**config.mk**
```make
export PLATFORM = sky130hd
export DESIGN_NAME = colour_scheduler
export DESIGN_NICKNAME = d
export VERILOG_FILES = /design/src/rtl/colour_scheduler_pkg.sv /design/src/rtl/colour_scheduler_rr_arbiter_2.sv /design/src/rtl/colour_scheduler.sv
export SDC_FILE = /design/constraint.sdc
export NUM_CORES = 1
export LEC_CHECK = 0
export BUFFER_PORTS_ARGS = -buffer_cell sky130_fd_sc_hd__buf_4
export CELL_PAD_IN_SITES_DETAIL_PLACEMENT = 0
export CELL_PAD_IN_SITES_GLOBAL_PLACEMENT = 1
export CORE_ASPECT_RATIO = 1.1
export CORE_MARGIN = 4
export CORE_UTILIZATION = 40
export DETAILED_ROUTE_END_ITERATION = 6
export PLACE_DENSITY_LB_ADDON = 0.1
export SLEW_MARGIN = 5
export SYNTH_ARGS = -nofsm -noshare
export SYNTH_HDL_FRONTEND = slang
export SYNTH_SLANG_ARGS = --single-unit
```
**constraint.sdc**
```tcl
create_clock -name clk -period 3.35 [get_ports clk]
set_input_delay 0.335 -clock clk [delete_from_list [all_inputs] [get_ports clk]]
set_output_delay 0.335 -clock clk [all_outputs]
set_load 0.01 [all_outputs]
```
**src/rtl/colour_scheduler_pkg.sv**
```systemverilog
// Shared definitions for the colour scheduler slice.
//   - state_t         : scheduler FSM states
//   - COLOUR_W, RGB_W : converter data widths
//   - ID_W            : requester ID width (two requesters)
//   - CONV_LAT_DEFAULT: default converter latency in cycles
//   - WAIT_CNT_W      : width of the latency wait counter (covers 1..15)
package colour_scheduler_pkg;

    localparam int unsigned COLOUR_W         = 3;
    localparam int unsigned RGB_W            = 24;
    localparam int unsigned ID_W             = 1;
    localparam int unsigned CONV_LAT_DEFAULT = 1;
    localparam int unsigned WAIT_CNT_W       = 4;

    typedef enum logic [1:0] {
        StIdle,
        StIssue,
        StWait,
        StResp
    } state_t;

endpackage

```
**src/rtl/colour_scheduler_rr_arbiter_2.sv**
```systemverilog
// Two-way round-robin arbiter, purely combinational.
// Ports:
//   valid   in  2  request valids, bit N for requester N
//   last_id in  1  ID of the requester served most recently
//   grant   out 2  one-hot grant (all zero when no valid)
// With a single valid that requester wins; with both valid the one not served last wins.
module colour_scheduler_rr_arbiter_2
    import colour_scheduler_pkg::*;
(
    input  logic [1:0]      valid,
    input  logic [ID_W-1:0] last_id,
    output logic [1:0]      grant
);

    always_comb begin
        grant = 2'b00;
        if (valid[0] && (!valid[1] || last_id == 1'b1)) begin
            grant = 2'b01;
        end else if (valid[1]) begin
            grant = 2'b10;
        end
    end

endmodule

```
**src/rtl/colour_scheduler.sv**
```systemverilog
// Shares one registered colour converter between two requesters.
// A round-robin arbiter picks a requester while idle; the colour is issued to the converter
// with a one-cycle enable, the converter latency is waited out, and the captured RGB is
// returned on a valid/ready response channel tagged with the requester ID.
// Ports:
//   clk, rst_n                  clock, asynchronous active-low reset
//   reqN_valid/colour/ready     request channel of requester N (ready only while idle)
//   resp_valid/id/rgb/ready     response channel, held stable until accepted
//   conv_colour, conv_enable    converter drive (enable is a one-cycle pulse)
//   conv_rgb                    converter result, sampled CONV_LAT cycles after enable
//   busy                        high whenever the FSM is not idle
//   served_cnt                  completed responses, wraps
module colour_scheduler
    import colour_scheduler_pkg::*;
#(
    parameter int unsigned CONV_LAT = CONV_LAT_DEFAULT,
    parameter int unsigned CNT_W    = 8
) (
    input  logic                clk,
    input  logic                rst_n,
    input  logic                req0_valid,
    input  logic [COLOUR_W-1:0] req0_colour,
    output logic                req0_ready,
    input  logic                req1_valid,
    input  logic [COLOUR_W-1:0] req1_colour,
    output logic                req1_ready,
    output logic                resp_valid,
    output logic [ID_W-1:0]     resp_id,
    output logic [RGB_W-1:0]    resp_rgb,
    input  logic                resp_ready,
    output logic [COLOUR_W-1:0] conv_colour,
    output logic                conv_enable,
    input  logic [RGB_W-1:0]    conv_rgb,
    output logic                busy,
    output logic [CNT_W-1:0]    served_cnt
);

    state_t                state;
    logic [ID_W-1:0]       last_id;
    logic [ID_W-1:0]       cap_id;
    logic [WAIT_CNT_W-1:0] wait_cnt;
    logic [1:0]            grant;

    colour_scheduler_rr_arbiter_2 u_arb (
        .valid   ({req1_valid, req0_valid}),
        .last_id (last_id),
        .grant   (grant)
    );

    // Readiness is gated by rst_n so every output reads 0 while reset is held.
    assign req0_ready = rst_n && (state == StIdle) && grant[0];
    assign req1_ready = rst_n && (state == StIdle) && grant[1];
    assign busy       = (state != StIdle);
    assign resp_id    = cap_id;

    always_ff @(posedge clk or negedge rst_n) begin
        if (!rst_n) begin
            state       <= StIdle;
            last_id     <= 1'b1;  // pretend req1 was served last so req0 wins first contention
            cap_id      <= '0;
            wait_cnt    <= '0;
            conv_colour <= '0;
            conv_enable <= 1'b0;
            resp_valid  <= 1'b0;
            resp_rgb    <= '0;
            served_cnt  <= '0;
        end else begin
            unique case (state)
                StIdle: begin
                    // conv_colour doubles as the captured colour; it is stable until next issue.
                    if (grant != 2'b00) begin
                        cap_id      <= grant[1];
                        conv_colour <= grant[1] ? req1_colour : req0_colour;
                        conv_enable <= 1'b1;
                        state       <= StIssue;
                    end
                end
                StIssue: begin
                    conv_enable <= 1'b0;
                    wait_cnt    <= WAIT_CNT_W'(CONV_LAT - 1);
                    state       <= StWait;
                end
                StWait: begin
                    if (wait_cnt == '0) begin
                        resp_rgb   <= conv_rgb;
                        resp_valid <= 1'b1;
                        state      <= StResp;
                    end else begin
                        wait_cnt <= wait_cnt - WAIT_CNT_W'(1);
                    end
                end
                StResp: begin
                    if (resp_ready) begin
                        resp_valid <= 1'b0;
                        last_id    <= cap_id;
                        served_cnt <= served_cnt + CNT_W'(1);
                        state      <= StIdle;
                    end
                end
                default: begin
                    state <= StIdle;
                end
            endcase
        end
    end

endmodule
```
==> results of run 1 <==
-- cell type report --
type,count,share of cell area (%)
tap,56,2.63
multi-input combinational,89,29.2
inverter,10,1.41
timing repair buffer,76,21.4
sequential,45,42.3
clock buffer,7,2.86
clock inverter,1,0.188
-- synthesized netlist by cell type --
cell type	instances
a211o_1	3
a211oi_1	1
a211oi_2	1
a21boi_0	1
a21oi_1	2
and2_1	1
and2b_2	1
and3_1	2
and4bb_1	1
buf_2	2
buf_6	2
clkbuf_1	1
dfrtp_1	44
dfstp_2	1
ha_1	7
inv_1	10
mux2_1	18
mux2_2	9
mux2i_1	1
nand2_1	5
nand2b_1	1
nand4_1	5
nand4b_1	1
nor2_1	4
nor2b_1	1
nor3b_1	1
o211ai_1	2
o21a_1	1
o21ai_0	6
o221a_2	3
o22ai_1	1
o31ai_1	1
or3_1	1
or3b_4	1
xnor2_1	6
xor2_1	1
-- metrics by stage --
step	worst slack [ns]	area (um^2)	utilization [%]	std cells
floorplan	1.59	1980	-	149
global placement	1.46	2580	54.8	276
detailed placement	1.38	2580	54.8	276
CTS	1.37	2670	56.5	284
global route	1.25	2670	56.5	284
finish	1.39	2670	56.5	284
-- worst max-delay path by stage --
stage / slack (ns) / endpoint / depth (start not counted) / start
finish: 1.39 / resp_rgb[13] / 5 / state[0]
global route: 1.25 / resp_rgb[1] / 5 / state[0]
CTS: 1.37 / resp_rgb[9] / 5 / state[0]
detailed placement: 1.38 / resp_rgb[9] / 5 / state[0]
global placement: 1.46 / resp_rgb[9] / 5 / state[0]
floorplan: 1.59 / resp_rgb[0] / 7 / state[0]
-- layer usage --
metal | routed length (um) | track usage [%] | vias to the layer above | part of all wire (%)
met3 | 448 | 4.77 | 4 | 11
li1 | - | - | 683 | -
met5 | 0 | 0 | - | 0
met1 | 1610 | 16.2 | 690 | 39
met4 | 34 | 6.05 | 0 | 0.83
met2 | 2000 | 22.4 | 60 | 49
-- power groups by stage --
stage                     combinational (mW)  clock (mW)  sequential [mW]
after floorplan                        0.491           0             1.03
after global placement                  1.03           0            0.940
after detailed placement                1.06           0            0.950
after CTS                               1.06       0.334            0.941
after global routing                    1.15       0.356            0.972
final                                   1.04       0.314            0.939
-- cells by family (layout without fill, tap and decap cells) --
kind of cell | count (synthesis) | count (layout) | synth area share, %
AO/OA/AOI/OAI | 22 | 22 | 8.28
XOR/XNOR | 7 | 7 | 3.10
adder cells (fa/ha/maj) | 7 | 7 | 4.42
buffers and inverters | 15 | 94 | 3.73
flip-flops | 45 | 45 | 57.0
multiplexers | 28 | 28 | 15.9
AND/OR/NAND/NOR | 25 | 25 | 7.65
-- worst max-delay path, stage by stage (launching register included) --
cell,delay (ns)
dfrtp_1,0.40
inv_1,0.13
ha_1,0.34
and4bb_1,0.27
buf_4,0.33
mux2_2,0.38
-- registers in the layout, indices dropped and copies added, names as in the netlist --
name / count
last_id: 1
conv_colour: 3
resp_valid: 1
conv_enable: 1
state: 2
resp_id: 1
wait_cnt: 4
resp_rgb: 24
served_cnt: 8
==> results.txt, run 1 <==
Antenna cells - 0
Min Clock Period, post-route - 1.96 ns
Antenna violations before repair - 0
Max-slew headroom - 61.9%
Detailed placement HPWL - 3120 um
Clk sinks - 45
Wire per inst - 14.4 um
Seq pwr share - 41.0%
Setup Buffers After CTS - 0
Commonest non-fill, non-tap cell in the layout - buf_4
Htree depth - 2
Least-Margin Pin Slew - 0.571 ns
DR vias - 1,437
Worst-path maximum fanout - 25
Internal - 1.51 mW
Core ar. - 0.00472 mm^2
Clock tree root driver cell - clkbuf_8
Yosys top cell area share - 55.6%
Die ar. - 0.00614 mm^2
Antenna Violating Nets Remaining - 0
Worst Hold Class - primary input to asynchronous set/reset pin
Clock network fraction of total power - 13.7%
Clock buffer depth - 2
Synth Instances - 149
I/O Buffers - 75
Post-CTS Hold Buffers - 0
R2R Path End - resp_rgb[13]
Synth Warn # - 0
Worst path required time - 3.53 ns
Fill cell count - 401
Register area - 0.00113 mm^2
Site Rows - 26
Synth cell types - 36
Die Y-Extent - 81.8 um
IO Count - 76
Sw Pwr - 785 uW
Vias in the first global route - 1,473
Initial DRC count - 67
Clk_lat worst skew - 0.29 ns
Comb power frac - 45.3%
Top cells by area, synth - dfrtp_1 56%, mux2_1 10%, mux2_2 5.1%
Fin. Hold Viols - 0
Clock-pin slew on the worst setup and hold paths - 0.08 ns
Setup TNS - 0 ns
VDD IR-drop max - 0.000381 V
Post-synthesis area per instance - 13.3 um^2
Fin Hold WS - 0.0383 ns
Setup CP Type - register to register
DRT Wirelength - 4090 um
Largest net degree at the start of global routing - 47
Die width - 75.1 um
Area Overhead vs Synth - 34.6%
Sw Share - 34.3%
Reg-to-reg setup timing slack - 1.39 ns
NumNets Final - 269
Grt ovf - 0
Arrival @ worst endpoint - 2.13 ns
Final setup vio count - 0
Initial Utilization - 42.0%
Max-slew violation count - 0
Final Skew - 0.00386 ns
Leakage power - 1.28 nW
Total GRT Usage - 13.7%
FMAX - 511 MHz
Worst r2r path cells - 5
Global placer's final weighted congestion - 0.802
Status - complete, no violations
DRC - 0
Worst setup SP type - register
Worst reg2reg startpoint - state[0]
RSZ-0062 raised after global routing - false
Maxcap violations - 0
CTS tree - yes
Drt via density - 5.06
Layout cells sized above 1 - 43.0%
Total Power - 2.29 mW
Syn_nets - 191
Post-synth top area cell - dfrtp_1
Post-cts sizing count - 0
Final period util - 58.4%
Pwr/cell area - 860 mW/mm^2
CP Capture Type - register
Most frequent cells in the layout - 76 x buf_4, 44 x dfrtp_1, 18 x mux2_1
Post-Syn Area - 0.00198 mm^2
Initial DRT Pass Iterations - 4
FF+latch count, synth - 45
Multi-input logic area - 778 um^2
Global-route wire length before repair - 6490 um
Number of CTS-inserted buffers - 5
Seq/Total Area, Yosys - 57.0%
No activity file was read; power rests on OpenSTA's default activity.
==> run 2, diff against run 1 <==
CORE_UTILIZATION = 34   (was 40)
clock period = 1.8 ns   (was 3.35 ns; I/O delays follow)
==> run 2 against run 1 <==
Against the previous run: final cell count up 8.5%; the run now ends with hold timing left; combinational power up 100%; largest power group unchanged; critical path type unchanged; non-clock buffer count up 5; critical path depth unchanged; clock skew up 0.0020 ns; flip-flop and latch count unchanged.
==> results.txt, run 2 (synthesized netlist as in run 1, its figures left out) <==
Leakage power - 1.32 nW (+3.4%)
Layout cells sized above 1 - 48.1% (+5.1 points)
Pwr/cell area - 1610 mW/mm^2 (+88%)
Global placer's final weighted congestion - 0.760 (-5.3%)
Setup CP Type - register to register
Initial DRC count - 29 (-57%)
Clock buffer depth - 2 (unchanged)
Htree depth - 2 (unchanged)
Failing checks - hold timing
Arrival @ worst endpoint - 1.98 ns (-0.15 ns)
Site Rows - 28 (+7.7%)
Worst reg2reg startpoint - wait_cnt[0]
Antenna violations before repair - 0 (unchanged)
Die ar. - 0.00711 mm^2 (+16%)
Largest registers - resp_rgb (24), served_cnt (8), wait_cnt (4)
Placed Instances - 299 (+8.3%)
Register area - 0.00113 mm^2 (unchanged)
Flip-flop count of the largest register after layout - 24 (unchanged)
I/O Buffers - 75 (unchanged)
Most frequent cells in the layout - 80 x buf_4, 44 x dfrtp_1, 17 x mux2_1
Multi-input logic area - 812 um^2 (+4.3%)
Total Power - 4.50 mW (+96%)
Worst r2r path cells - 5 (unchanged)
Antenna cells - 0 (unchanged)
Detailed placement HPWL - 3370 um (+7.9%)
Final setup vio count - 0 (unchanged)
Max-slew violation count - 0 (unchanged)
IO Count - 76 (unchanged)
Place WS - 0.00345 ns (-1.38 ns)
Fill cell count - 507 (+26%)
Clk_lat worst skew - 0.29 ns (about the same)
Fin. Hold Viols - 44 (+44)
Max-slew headroom - 63.5% (+1.6 points)
Worst Hold Class - primary input to asynchronous set/reset pin
Worst-path maximum fanout - 4 (-84%)
Min Clock Period, post-route - 1.79 ns (-0.169 ns)
CP Capture Type - register
Util after Layout - 50.7% (-5.8 points)
NumNets Final - 274 (+1.9%)
Final Skew - 0.00585 ns (+0.00198 ns)
Setup TNS - 0 ns (unchanged)
FMAX - 559 MHz (+9.4%)
Clock-pin slew on the worst setup and hold paths - 0.09 ns (about the same)
Final non-filler cell total - 308 (+8.5%)
VDD IR-drop max - 0.000599 V (+57%)
Drt via density - 4.69 (-7.2%)
Fin Hold WS - -0.0145 ns (-0.0528 ns)
Placed cell area - 0.00265 mm^2 (+2.6%)
Post-CTS Hold Buffers - 0 (unchanged)
Maxcap violations - 0 (unchanged)
Grt ovf - 0 (unchanged)
R2R Path End - state[1]
Vias in the first global route - 1,449 (-1.6%)
Die Y-Extent - 88.0 um (+7.6%)
Commonest non-fill, non-tap cell in the layout - buf_4
DRT Wirelength - 4420 um (+8.0%)
Reg-to-reg setup timing slack - 0.01 ns (-1.38 ns)
Status - finished with violations
Area Overhead vs Synth - 40.8%
Biggest register - resp_rgb
CTS tree - yes
Worst path required time - 1.99 ns (-1.54 ns)
Initial Utilization - 36.0% (-6.0 points)
Final Instance Area - 0.00279 mm^2 (+4.6%)
Total GRT Usage - 12.6% (-1.1 points)
Wire per inst - 14.4 um (-0.38%)
Initial DRT Pass Iterations - 4 (unchanged)
Clk sinks - 45 (unchanged)
Least-Margin Pin Slew - 0.547 ns (-0.0242 ns)
DRC - 0 (unchanged)
Clock tree root driver cell - clkbuf_8
Global-route wire length before repair - 6890 um (+6.2%)
Fin worst setup slack - 0.0110 ns (-1.38 ns)
Worst setup SP type - register
Antenna Violating Nets Remaining - 0 (unchanged)
Core ar. - 0.00550 mm^2 (+17%)
Number of CTS-inserted buffers - 5 (unchanged)
Final period util - 99.4% (+41 points)
Die width - 80.8 um (+7.6%)
Largest net degree at the start of global routing - 46 (-2.1%)
DR vias - 1,446 (+0.63%)
[run 2: routing by layer]
metal  vias to the layer above  global-route usage [%]  share of wire (%)
li1                        691                       -                  -
met1                       689                    15.4                 42
met2                        60                    21.2                 47
met3                         6                    3.70                8.9
met4                         0                    4.61                1.3
met5                         -                       0                  0
[run 2: repair_timing]
item / in CTS / in global routing
setup buffers: 0 / 1
setup endpoints to repair: 2 / 3
gates resized for setup: 2 / 7
pin swaps: 1 / 2
[run 2: where the power goes]
group	total [mW]	leakage, nW	switching [mW]	internal [mW]
Sequential	1.76	0.542	0.300	1.46
Clock	0.656	0.0512	0.344	0.311
Combinational	2.08	0.727	0.910	1.17
[run 2: critical path: stages (launching register included)]
cell	delay (ns)
dfrtp_1	0.41
inv_1	0.11
ha_4	0.15
or3b_4	0.41
a211oi_4	0.29
mux2_4	0.32
[run 2: final cells by class]
type                            count  area share [%]
Clock buffer                        6            2.96
Clock inverter                      2           0.494
Multi-Input combinational cell     89            29.1
Inverter                           10            1.35
Sequential cell                    45            40.4
Tap cell                           75            3.37
Timing Repair Buffer               81            22.3
[run 2: worst max path at each step]
| stage | start | to | slack (ns) | depth (start not counted) |
|---|---|---|---|---|
| 2_1_floorplan | state[0] | resp_rgb[0] | 0.04 | 7 |
| 3_3_place_gp | wait_cnt[0] | state[1] | 0.07 | 5 |
| 3_5_place_dp | wait_cnt[0] | state[1] | 0.003 | 5 |
| 4_1_cts | wait_cnt[0] | state[1] | 0.03 | 5 |
| 5_1_grt | wait_cnt[0] | state[1] | -0.03 | 5 |
| 6_report | wait_cnt[0] | state[1] | 0.01 | 5 |
==> run 3, diff against run 2 <==
CELL_PAD_IN_SITES_DETAIL_PLACEMENT = not set   (was 0)
CELL_PAD_IN_SITES_GLOBAL_PLACEMENT = not set   (was 1)
CORE_UTILIZATION = 40   (was 34)
PLACE_DENSITY = 0.7   (was not set)
PLACE_DENSITY_LB_ADDON = not set   (was 0.1)
==> run 3 against run 2 <==
Against the previous run: the flow still finishes with violations (hold timing); sequential power is essentially flat; worst setup slack improved by 0.058 ns; clock skew shrank 0.0024 ns; core utilization grew 8.0 points; global-route usage is 0.74 points higher; clock-buffer cell count stayed put; clock power rose by 19%; worst hold slack worse by 0.0093 ns; via count is 1.9% lower; register-to-register slack better by 0.06 ns; critical endpoint unchanged.
==> results.txt, run 3 (synthesized netlist as in run 1, its figures left out) <==
Total GRT Usage - 13.4% (+0.74 points)
Antenna violations before repair - 0 (unchanged)
Maxcap violations - 0 (unchanged)
Util after Layout - 58.6% (+8.0 points)
Fin Hold WS - -0.0238 ns (-0.00933 ns)
Status - finished with violations
Initial DRC count - 75 (+160%)
Arrival @ worst endpoint - 1.91 ns (-0.07 ns)
Worst path cell trace - inv_2 > ha_4 > or3b_4 > a211oi_4 > mux2_1
Largest net degree at the start of global routing - 46 (unchanged)
Setup CP Type - register to register
CTS tree - yes
IO Count - 76 (unchanged)
NumNets Final - 272 (-0.73%)
CP Capture Type - register
Antenna Violating Nets Remaining - 0 (unchanged)
Detailed placement HPWL - 2960 um (-12%)
Antenna cells - 0 (unchanged)
Grt ovf - 0 (unchanged)
Global-route wire length before repair - 6420 um (-6.8%)
Max-slew violation count - 0 (unchanged)
Htree depth - 2 (unchanged)
Commonest non-fill, non-tap cell in the layout - buf_4
Die ar. - 0.00614 mm^2 (-14%)
Max-slew headroom - 63.7% (+0.12 points)
Reg-to-reg setup timing slack - 0.07 ns (+0.06 ns)
CP top delay family - flip-flops
Met3 WL - 457 um (+16%)
Drt via density - 4.94 (+5.3%)
DR vias - 1,419 (-1.9%)
Sw Share - 32.8% (-1.7 points)
CP Buf/Inv Count - 1 (unchanged)
Global placer's final weighted congestion - 0.718 (-5.5%)
Most frequent cells in the layout - 78 x buf_4, 44 x dfrtp_1, 18 x mux2_1
Largest registers - resp_rgb (24), served_cnt (8), wait_cnt (4)
Clock tree root driver cell - clkbuf_8
Area Overhead vs Synth - 39.8%
Die Y-Extent - 81.8 um (-7.1%)
Pwr/cell area - 1640 mW/mm^2 (+1.5%)
Failing checks - hold timing
Fill cell count - 398 (-21%)
Worst-path maximum fanout - 4 (unchanged)
Final Skew - 0.00346 ns (-0.00238 ns)
Clock buffer depth - 2 (unchanged)
Initial Utilization - 42.0% (+6.0 points)
Worst Hold Class - primary input to asynchronous set/reset pin
RSZ-0062 raised after global routing - false
Clock-pin slew on the worst setup and hold paths - 0.08 ns (about the same)
Sw Pwr - 1.49 mW (-4.3%)
Site Rows - 26 (-7.1%)
Setup TNS - 0 ns (unchanged)
Worst setup SP type - register
Layout cells sized above 1 - 47.2% (-0.88 points)
Worst path required time - 1.98 ns (about the same)
Final setup vio count - 0 (unchanged)
Initial DRT Pass Iterations - 4 (unchanged)
Slowest stage delay, CP - 0.41 ns (about the same)
DRT Wirelength - 3900 um (-12%)
Routed length on met1 - 1720 um (-8.3%)
Top routing layer used - met4
WL met2 - 1700 um (-19%)
Core ar. - 0.00472 mm^2 (-14%)
Clk_lat worst skew - 0.29 ns (about the same)
FMAX - 578 MHz (+3.3%)
DRC - 0 (unchanged)
Clock network fraction of total power - 17.3% (+2.7 points)
I/O Buffers - 75 (unchanged)
CP max stage cell - dfrtp_1
Least-Margin Pin Slew - 0.545 ns (-0.00184 ns)
Seq pwr share - 38.4% (-0.7 points)
Die width - 75.1 um (-7.0%)
Comb power frac - 44.3% (-2.0 points)
VDD IR-drop max - 0.000621 V (+3.6%)
Leakage power - 1.31 nW (-0.52%)
Internal - 3.04 mW (+3.4%)
Final period util - 96.2% (-3.2 points)
Biggest register - resp_rgb
Number of CTS-inserted buffers - 5 (unchanged)
Min Clock Period, post-route - 1.73 ns (-0.0579 ns)
Total Power - 4.53 mW (+0.75%)
Setup Buffers After CTS - 0 (unchanged)
Vias in the first global route - 1,429 (-1.4%)
Clk sinks - 45 (unchanged)
Flip-flop count of the largest register after layout - 24 (unchanged)
Fin. Hold Viols - 44 (unchanged)
Wire per inst - 13.6 um (-5.4%)
## run 3: metrics by stage
step / hold slack, ns / setup slack (ns) / instance area, um^2 / std cells
final: -0.0238 / 0.0688 / 2770 / 287
after floorplan: -0.116 / 0.0379 / 1980 / 149
after CTS: 0.00118 / 0.00778 / 2740 / 287
after detailed placement: 0.324 / 0.0119 / 2620 / 279
after global placement: 0.314 / 0.0653 / 2620 / 279
after global routing: 0.0305 / 0.00658 / 2770 / 287
## run 3: area by class of cell
type / count / area (um^2) / share of cell area (%)
clock buffers: 6 / 82.6 / 2.99
multi-input cells: 89 / 806 / 29.1
clock inverters: 2 / 37.5 / 1.36
inverters: 10 / 37.5 / 1.36
well taps: 56 / 70.1 / 2.53
flip-flops and latches: 45 / 1130 / 40.8
repair buffers: 79 / 606 / 21.9
## run 3: power groups by stage
stage / Sequential [mW] / Clock, mW / Combinational (mW)
after floorplan: 1.92 / 0 / 0.913
after global placement: 1.76 / 0 / 1.99
after detailed placement: 1.76 / 0 / 2.02
after CTS: 1.74 / 0.807 / 2.03
after global routing: 1.81 / 0.847 / 2.22
final: 1.74 / 0.783 / 2.01
## run 3: per-layer routing
layer	GRT usage (%)	up-vias
li1	-	687
met1	17.4	670
met2	21.8	60
met3	4.41	2
met4	2.67	0
met5	0	-
## run 3: timing repair
action	4_1_cts	5_1_grt
hold buffers	0	0
pin swaps	1	2
setup endpoints to repair	1	3
resized for setup	0	8
## run 3: final timing paths
path / end / cells after the start / start
setup / recovery: state[1] / 5 / wait_cnt[0]
hold / removal: resp_rgb[6] / 2 / rst_n
setup reg to reg: state[1] / 5 / wait_cnt[0]
hold reg to reg: served_cnt[7] / 1 / served_cnt[7]
max in group asynchronous: last_id / 2 / rst_n
min in group clk: resp_rgb[1] / 2 / conv_rgb[1]
